## src/rtl/calc_pkg.sv

```systemverilog
// Shared constants for the sequential calculator core: opcodes, FSM states and the entry radix.
package calc_pkg;

   localparam logic [2:0] OP_ADD = 3'd0;
   localparam logic [2:0] OP_SUB = 3'd1;
   localparam logic [2:0] OP_AND = 3'd2;
   localparam logic [2:0] OP_OR  = 3'd3;
   localparam logic [2:0] OP_XOR = 3'd4;
   localparam logic [2:0] OP_CMP = 3'd5;
   localparam logic [2:0] OP_NOP = 3'd6;

   localparam int RADIX = 10;

   typedef enum logic [2:0] {
      ST_IDLE  = 3'd0,
      ST_OPSEL = 3'd1,
      ST_ENTRY = 3'd2,
      ST_EXEC  = 3'd3,
      ST_DONE  = 3'd4,
      ST_HOLD  = 3'd5
   } calc_state_t;

endpackage

```

## src/rtl/calc_slice_alu.sv

```systemverilog
// Combinational W-bit ALU slice; subtract/compare invert b and rely on the caller's carry-in.
module calc_slice_alu
   import calc_pkg::*;
#(
   parameter int W = 8
) (
   input  logic [W-1:0] a,
   input  logic [W-1:0] b,
   input  logic         ci,
   input  logic [2:0]   op,
   output logic [W-1:0] s,
   output logic         co
);

   // Slice arithmetic/logic; NOP passes a through so the committed value stays meaningful
   always_comb begin
      s  = a;
      co = 1'b0;
      case (op)
         OP_ADD:          {co, s} = {1'b0, a} + {1'b0, b} + {{W{1'b0}}, ci};
         OP_SUB, OP_CMP:  {co, s} = {1'b0, a} + {1'b0, ~b} + {{W{1'b0}}, ci};
         OP_AND:          s = a & b;
         OP_OR:           s = a | b;
         OP_XOR:          s = a ^ b;
         default:         s = a;
      endcase
   end

endmodule

```

## src/rtl/calc_seq_core.sv

```systemverilog
// Calculator control core: decimal entry, slice-serial execute, result commit.
// Optional saturation of ADD/SUB results is enabled by defining CALC_SAT_EN.
module calc_seq_core
   import calc_pkg::*;
#(
   parameter int WIDTH      = 16,
   parameter int SLICE_W    = 8,
   parameter int MAX_DIGITS = 4
) (
   input  logic             clk,
   input  logic             reset,
   input  logic [3:0]       num,
   input  logic             num_valid,
   input  logic [2:0]       opt,
   input  logic             opt_valid,
   input  logic             submit,
   input  logic             clr,
   output logic [WIDTH-1:0] acc,
   output logic [WIDTH-1:0] entry,
   output logic             show_entry,
   output logic             busy,
   output logic             done,
   output logic             flag_zero,
   output logic             flag_carry,
   output logic             flag_lt
);

   localparam int NSLICE = WIDTH / SLICE_W;
   localparam int SW     = (NSLICE > 1) ? $clog2(NSLICE) : 1;
   localparam int CW     = $clog2(MAX_DIGITS + 1);
   localparam logic [WIDTH-1:0] RADIX_W    = WIDTH'(RADIX);
   localparam logic [SW-1:0]    LAST_SLICE = SW'(NSLICE - 1);
   localparam logic [CW-1:0]    MAX_CNT    = CW'(MAX_DIGITS);

   calc_state_t      state_r, state_nx_s;
   logic [WIDTH-1:0] acc_r, entry_r, last_opnd_r, res_r, commit_val_s, entry_nx_s;
   logic [CW-1:0]    cnt_r;
   logic [2:0]       op_r, pend_op_r;
   logic             pend_valid_r;
   logic [SW-1:0]    slice_r;
   logic             carry_r;
   logic             done_r, fz_r, fc_r, flt_r, show_r, busy_r;
   logic             digit_ok_s, flag_c_s, flag_lt_s, keep_acc_s;
   logic [SLICE_W-1:0] alu_a_s, alu_b_s, alu_s_s;
   logic             alu_ci_s, alu_co_s;

   assign digit_ok_s = num_valid && (num <= 4'd9);
   assign entry_nx_s = entry_r * RADIX_W + {{(WIDTH-4){1'b0}}, num};

   // Selects the active slice; subtract-type ops seed the chain with carry-in 1
   always_comb begin
      alu_a_s = acc_r[slice_r*SLICE_W +: SLICE_W];
      alu_b_s = last_opnd_r[slice_r*SLICE_W +: SLICE_W];
      if (slice_r == {SW{1'b0}}) begin
         alu_ci_s = (op_r == OP_SUB) || (op_r == OP_CMP);
      end else begin
         alu_ci_s = carry_r;
      end
   end

   calc_slice_alu #(.W(SLICE_W)) u_alu (
      .a  (alu_a_s),
      .b  (alu_b_s),
      .ci (alu_ci_s),
      .op (op_r),
      .s  (alu_s_s),
      .co (alu_co_s)
   );

   // Commit value and flags derived from the finished result and raw top carry
   always_comb begin
      commit_val_s = res_r;
      flag_c_s     = 1'b0;
      flag_lt_s    = 1'b0;
      keep_acc_s   = 1'b0;
      case (op_r)
         OP_ADD: begin
            flag_c_s = carry_r;
`ifdef CALC_SAT_EN
            if (carry_r) commit_val_s = {WIDTH{1'b1}};
            else         commit_val_s = res_r;
`else
            commit_val_s = res_r;
`endif
         end
         OP_SUB: begin
            flag_c_s = ~carry_r;
`ifdef CALC_SAT_EN
            if (!carry_r) commit_val_s = {WIDTH{1'b0}};
            else          commit_val_s = res_r;
`else
            commit_val_s = res_r;
`endif
         end
         OP_CMP: begin
            flag_c_s   = ~carry_r;
            flag_lt_s  = ~carry_r;
            keep_acc_s = 1'b1;
         end
         OP_AND, OP_OR, OP_XOR: commit_val_s = res_r;
         default: keep_acc_s = 1'b1;
      endcase
   end

   // Next-state logic; input priority opt_valid > submit > num_valid
   always_comb begin
      state_nx_s = state_r;
      case (state_r)
         ST_IDLE: begin
            if (opt_valid)   state_nx_s = ST_OPSEL;
            else if (submit) state_nx_s = ST_EXEC;
            else             state_nx_s = ST_IDLE;
         end
         ST_OPSEL: begin
            if (!opt_valid && digit_ok_s) state_nx_s = ST_ENTRY;
            else                          state_nx_s = ST_OPSEL;
         end
         ST_ENTRY: begin
            if (opt_valid || submit) state_nx_s = ST_EXEC;
            else                     state_nx_s = ST_ENTRY;
         end
         ST_EXEC: begin
            if (slice_r == LAST_SLICE) state_nx_s = ST_DONE;
            else                       state_nx_s = ST_EXEC;
         end
         ST_DONE: begin
            if (pend_valid_r) state_nx_s = ST_OPSEL;
            else if (submit)  state_nx_s = ST_HOLD;
            else              state_nx_s = ST_IDLE;
         end
         ST_HOLD: begin
            if (!submit) state_nx_s = ST_IDLE;
            else         state_nx_s = ST_HOLD;
         end
         default: state_nx_s = ST_IDLE;
      endcase
   end

   // State register with registered display-select and busy outputs
   always_ff @(posedge clk or posedge reset) begin
      if (reset) begin
         state_r <= ST_IDLE;
         show_r  <= 1'b0;
         busy_r  <= 1'b0;
      end else if (clr) begin
         state_r <= ST_IDLE;
         show_r  <= 1'b0;
         busy_r  <= 1'b0;
      end else begin
         state_r <= state_nx_s;
         show_r  <= (state_nx_s == ST_ENTRY) || (state_nx_s == ST_EXEC);
         busy_r  <= (state_nx_s == ST_EXEC);
      end
   end

   // Datapath: operand entry, slice execution and result commit
   always_ff @(posedge clk or posedge reset) begin
      if (reset) begin
         acc_r <= {WIDTH{1'b0}}; entry_r <= {WIDTH{1'b0}}; last_opnd_r <= {WIDTH{1'b0}};
         res_r <= {WIDTH{1'b0}}; cnt_r <= {CW{1'b0}}; op_r <= OP_ADD; pend_op_r <= OP_ADD;
         pend_valid_r <= 1'b0; slice_r <= {SW{1'b0}}; carry_r <= 1'b0;
         done_r <= 1'b0; fz_r <= 1'b0; fc_r <= 1'b0; flt_r <= 1'b0;
      end else if (clr) begin
         acc_r <= {WIDTH{1'b0}}; entry_r <= {WIDTH{1'b0}}; last_opnd_r <= {WIDTH{1'b0}};
         res_r <= {WIDTH{1'b0}}; cnt_r <= {CW{1'b0}}; op_r <= OP_ADD; pend_op_r <= OP_ADD;
         pend_valid_r <= 1'b0; slice_r <= {SW{1'b0}}; carry_r <= 1'b0;
         done_r <= 1'b0; fz_r <= 1'b0; fc_r <= 1'b0; flt_r <= 1'b0;
      end else begin
         done_r <= 1'b0;
         case (state_r)
            ST_IDLE: begin
               if (opt_valid) op_r <= opt;
            end
            ST_OPSEL: begin
               if (opt_valid) begin
                  op_r <= opt;
               end else if (digit_ok_s) begin
                  entry_r <= {{(WIDTH-4){1'b0}}, num};
                  cnt_r   <= {{(CW-1){1'b0}}, 1'b1};
               end
            end
            ST_ENTRY: begin
               if (opt_valid) begin
                  pend_op_r    <= opt;
                  pend_valid_r <= 1'b1;
                  last_opnd_r  <= entry_r;
               end else if (submit) begin
                  last_opnd_r <= entry_r;
               end else if (digit_ok_s && (cnt_r < MAX_CNT)) begin
                  entry_r <= entry_nx_s;
                  cnt_r   <= cnt_r + {{(CW-1){1'b0}}, 1'b1};
               end
            end
            ST_EXEC: begin
               res_r[slice_r*SLICE_W +: SLICE_W] <= alu_s_s;
               carry_r <= alu_co_s;
               if (slice_r == LAST_SLICE) slice_r <= {SW{1'b0}};
               else                       slice_r <= slice_r + {{(SW-1){1'b0}}, 1'b1};
            end
            ST_DONE: begin
               if (!keep_acc_s) acc_r <= commit_val_s;
               fz_r    <= (commit_val_s == {WIDTH{1'b0}});
               fc_r    <= flag_c_s;
               flt_r   <= flag_lt_s;
               done_r  <= 1'b1;
               entry_r <= {WIDTH{1'b0}};
               cnt_r   <= {CW{1'b0}};
               if (pend_valid_r) begin
                  op_r         <= pend_op_r;
                  pend_valid_r <= 1'b0;
               end
            end
            default: ;
         endcase
      end
   end

   assign acc        = acc_r;
   assign entry      = entry_r;
   assign show_entry = show_r;
   assign busy       = busy_r;
   assign done       = done_r;
   assign flag_zero  = fz_r;
   assign flag_carry = fc_r;
   assign flag_lt    = flt_r;

endmodule

```

## config.mk

```make
export PLATFORM = sky130hd
export DESIGN_NAME = calc_seq_core
export DESIGN_NICKNAME = d
export VERILOG_FILES = /design/src/rtl/calc_pkg.sv /design/src/rtl/calc_slice_alu.sv /design/src/rtl/calc_seq_core.sv
export SDC_FILE = /design/constraint.sdc
export NUM_CORES = 1
export LEC_CHECK = 0
export BUFFER_PORTS_ARGS = -buffer_cell sky130_fd_sc_hd__buf_2
export CORE_MARGIN = 1
export CORE_UTILIZATION = 45
export CTS_CLUSTER_SIZE = 25
export DETAILED_ROUTE_END_ITERATION = 7
export PLACE_DENSITY_LB_ADDON = 0.15
export SLEW_MARGIN = 15
export SYNTH_ARGS = -nofsm -noshare
export SYNTH_HDL_FRONTEND = slang
export SYNTH_SLANG_ARGS = --single-unit
```

## constraint.sdc

```tcl
create_clock -name clk -period 5.3 [get_ports clk]
set_input_delay 0.265 -clock clk [delete_from_list [all_inputs] [get_ports clk]]
set_output_delay 0.265 -clock clk [all_outputs]
set_load 0.005 [all_outputs]
```

==> metrics <==
DR WL/cell=16.1 um; initial core utilization=46.3%; crit-path most repeated cell=a21oi_1; ys flop type=dfrtp_1; Filler cells=1224; Startpoint Class=register; CP peak stage delay=0.93 ns; vias=4967; die height=116 um; placed cells=881; CTS Buf Count=9; Post-synth top cells=nand2_1, dfrtp_1, a21oi_1, nor2_1, ha_1; I/O Buffers=50; area occupied by multi-input gates=3440 sq um; fin crit share=71.3%; first-pass GRT wire length=24.0 mm; Tot Pwr=1.45 mW; beginning of the worst hold path=num[0]; Residual DRC=0; clock tree buffer depth=2; final wirelength=14.4 mm; number of diodes=0; postcts setup bufs=0; final setup vio count=0; Avg Cell Area, Syn=8.51 sq um; worst-path cell with the longest stage delay=dfrtp_1; DRT antenna net count=0; depth of the worst register-to-register path=12; Hold Path Depth=3; drt via density=5.53; # hold bufs at CTS=1; num rows=41; crit path DAT=4.00 ns; CP Launch Point=op_r[0]; number of max-cap violations=0; r2r startpoint=op_r[0]; outcome=complete, no violations; Synth Cell Area=5860 sq um; CP max FO=29; Critical Path, Cell by Cell=nand2b_1 -> nor2_1 -> a21oi_1 -> fa_1 -> fa_1 -> o21ai_0 -> a21o_1 -> a21o_1 -> a21oi_1 -> xnor2_1 -> a21oi_1 -> o41ai_1; Slew Viols, Final=0; Cells after Synth=689; final worst setup slack=1.52 ns; Post-synth EDFFs=0; H-tree levels=3; Core ar.=12700 sq um; Met3 Routed Length=510 um; Synth Register Bits=85; metal1 wirelength=6.31 mm; CTS root buffer=clkbuf_16; Fmax=265 MHz; Die Wd=116 um; Clock transition at path regs=0.06 ns; proportion of layout cells with a drive suffix above 1=11.8%; synth top area cells=dfrtp_1, ha_1, nand2_1; initial antenna violation count=0; IO Pins=51; CTS tree=built; post-DP HPWL=10.8 mm; Synth cell types=57; Final #Nets=790; PD cells=224 nW/um^2; Yosys top cell by area=dfrtp_1; Top Layer Used=met4; RSZ-0062 raised after global routing=no; Final Instance Count excl. Fillers=898; worst-margin pin slew=1.02 ns; top-count cell post-synth=nand2_1; DRT iter0 DRCs=242; Placer Congestion=0.953; worst path required time=5.52 ns; Mapped Nets=758; CP Capture Type=register; hold slack=0.159 ns; Total GRT Usage=23.1%; Max-slew headroom=31.6%; latest clock arrival within the worst-skew pair=0.35 ns; Worst VDD drop=0.000119 V; register-to-register setup slack=1.52 ns; kind of critical path=reg2reg; skew final=0.00875 ns; setup TNS=0 ns; FF+latch area=2130 sq um; post_cts resized=0; Yosys warning total=0; final hold vios=0; TritonRoute pass-1 iters=7; Syn-to-layout area delta=10.5%; post-layout minimum cycle time=3.78 ns; Hold EP=entry[0]; GRT overflow=0; largest net degree at the start of global routing=77; die area=13500 sq um; ys async rst share=100%; clk sink count=85; Placement Setup Slack=1.60 ns; Leakage Power=3.05 nW; Worst R2R End=commit_val_s[14]; vias in the first global route=4750; Met2 Routed Length=7.32 mm; HP Class=in2reg; top cell type's share of synthesized area=36.3%; Seq/Total Area, Yosys=36.3%
==> per-layer routing <==
| layer | up-vias | track usage, % |
|---|---|---|
| li1 | 2451 | - |
| met1 | 2391 | 28.5 |
| met2 | 106 | 40.9 |
| met3 | 19 | 2.96 |
| met4 | 0 | 9.40 |
| met5 | - | 0 |
==> flip-flops by register name, summed over array words and instances, names as in the netlist <==
name,cells
acc,16
busy,1
carry_r,1
cnt_r,3
commit_val_s,16
done,1
entry,16
flag_carry,1
flag_lt,1
flag_zero,1
last_opnd_r,16
op_r,3
pend_op_r,3
pend_valid_r,1
show_entry,1
slice_r,1
state_r,3
==> critical path, delay by kind of cell, from the launching register on <==
| kind | cells | cell delay (ns) |
|---|---|---|
| DFF | 1 | 0.93 |
| AOI/OAI and AO/OA | 7 | 1.28 |
| xor gates and xnor gates | 1 | 0.16 |
| adders and majority gates | 2 | 0.87 |
| and+or+nand+nor | 2 | 0.41 |
==> cell families (layout without fill, tap and decap cells) <==
family                   Yosys count  after routing  share of synthesized area, %
AND/OR/NAND/NOR                  239            239                          18.2
AO/OA/AOI/OAI                    189            189                          19.7
flip-flops                        85             85                          36.3
buffers and inverters             70            107                          5.00
adder cells (fa/ha/maj)           56             56                          12.7
multiplexers                      26             26                          4.55
XOR/XNOR                          24             24                          3.59
==> final cells by class <==
type	instances	share of cell area, %
sequential	85	32.8
timing repair buffer	54	4.36
inverter	37	2.16
multi-input combinational	534	53.2
tap	172	3.32
clock inverter	6	0.618
clock buffer	10	3.53
==> per-stage QoR <==
stage	cell area (sq um)	utilization, %
after global routing	6480	51.1
after CTS	6470	51.1
final	6480	51.1
after global placement	6200	48.9
after floorplan	5860	-
after detailed placement	6200	48.9
==> layout by cell type (no fill, tap or decap), drive strengths merged, types with 4 or more instances in the layout <==
cell	Yosys	layout
or3	5	5
nor4	5	5
inv	37	36
clkinvlp	0	4
xor2	6	6
mux2i	21	21
or2	4	4
clkbuf	24	10
mux2	5	5
a21oi	76	76
a211oi	9	9
o21a	5	5
dfrtp	85	85
nand3	5	5
nand2	120	120
nor2	60	60
ha	50	50
nand3b	4	4
o21bai	5	5
fa	6	6
nor3	11	11
buf	9	53
o31ai	4	4
xnor2	18	18
o211ai	6	6
nor2b	7	7
o21ai	42	42
a21o	9	9
a2111oi	4	4
==> worst max-delay path by stage <==
stage	endpoint	slack [ns]
global placement	commit_val_s[14]	1.73
global route	commit_val_s[14]	1.21
CTS	commit_val_s[14]	1.58
finish	commit_val_s[14]	1.52
detailed placement	commit_val_s[14]	1.60
floorplan	commit_val_s[14]	1.60
==> report_power, final <==
group	leakage, nW	internal, mW	total [mW]	switching [mW]
logic	1.75	0.0674	0.180	0.113
clock network	0.120	0.315	0.573	0.257
registers	1.18	0.662	0.696	0.0344
total	3.05	1.04	1.45	0.405
Power figures use the tool's default switching activity.
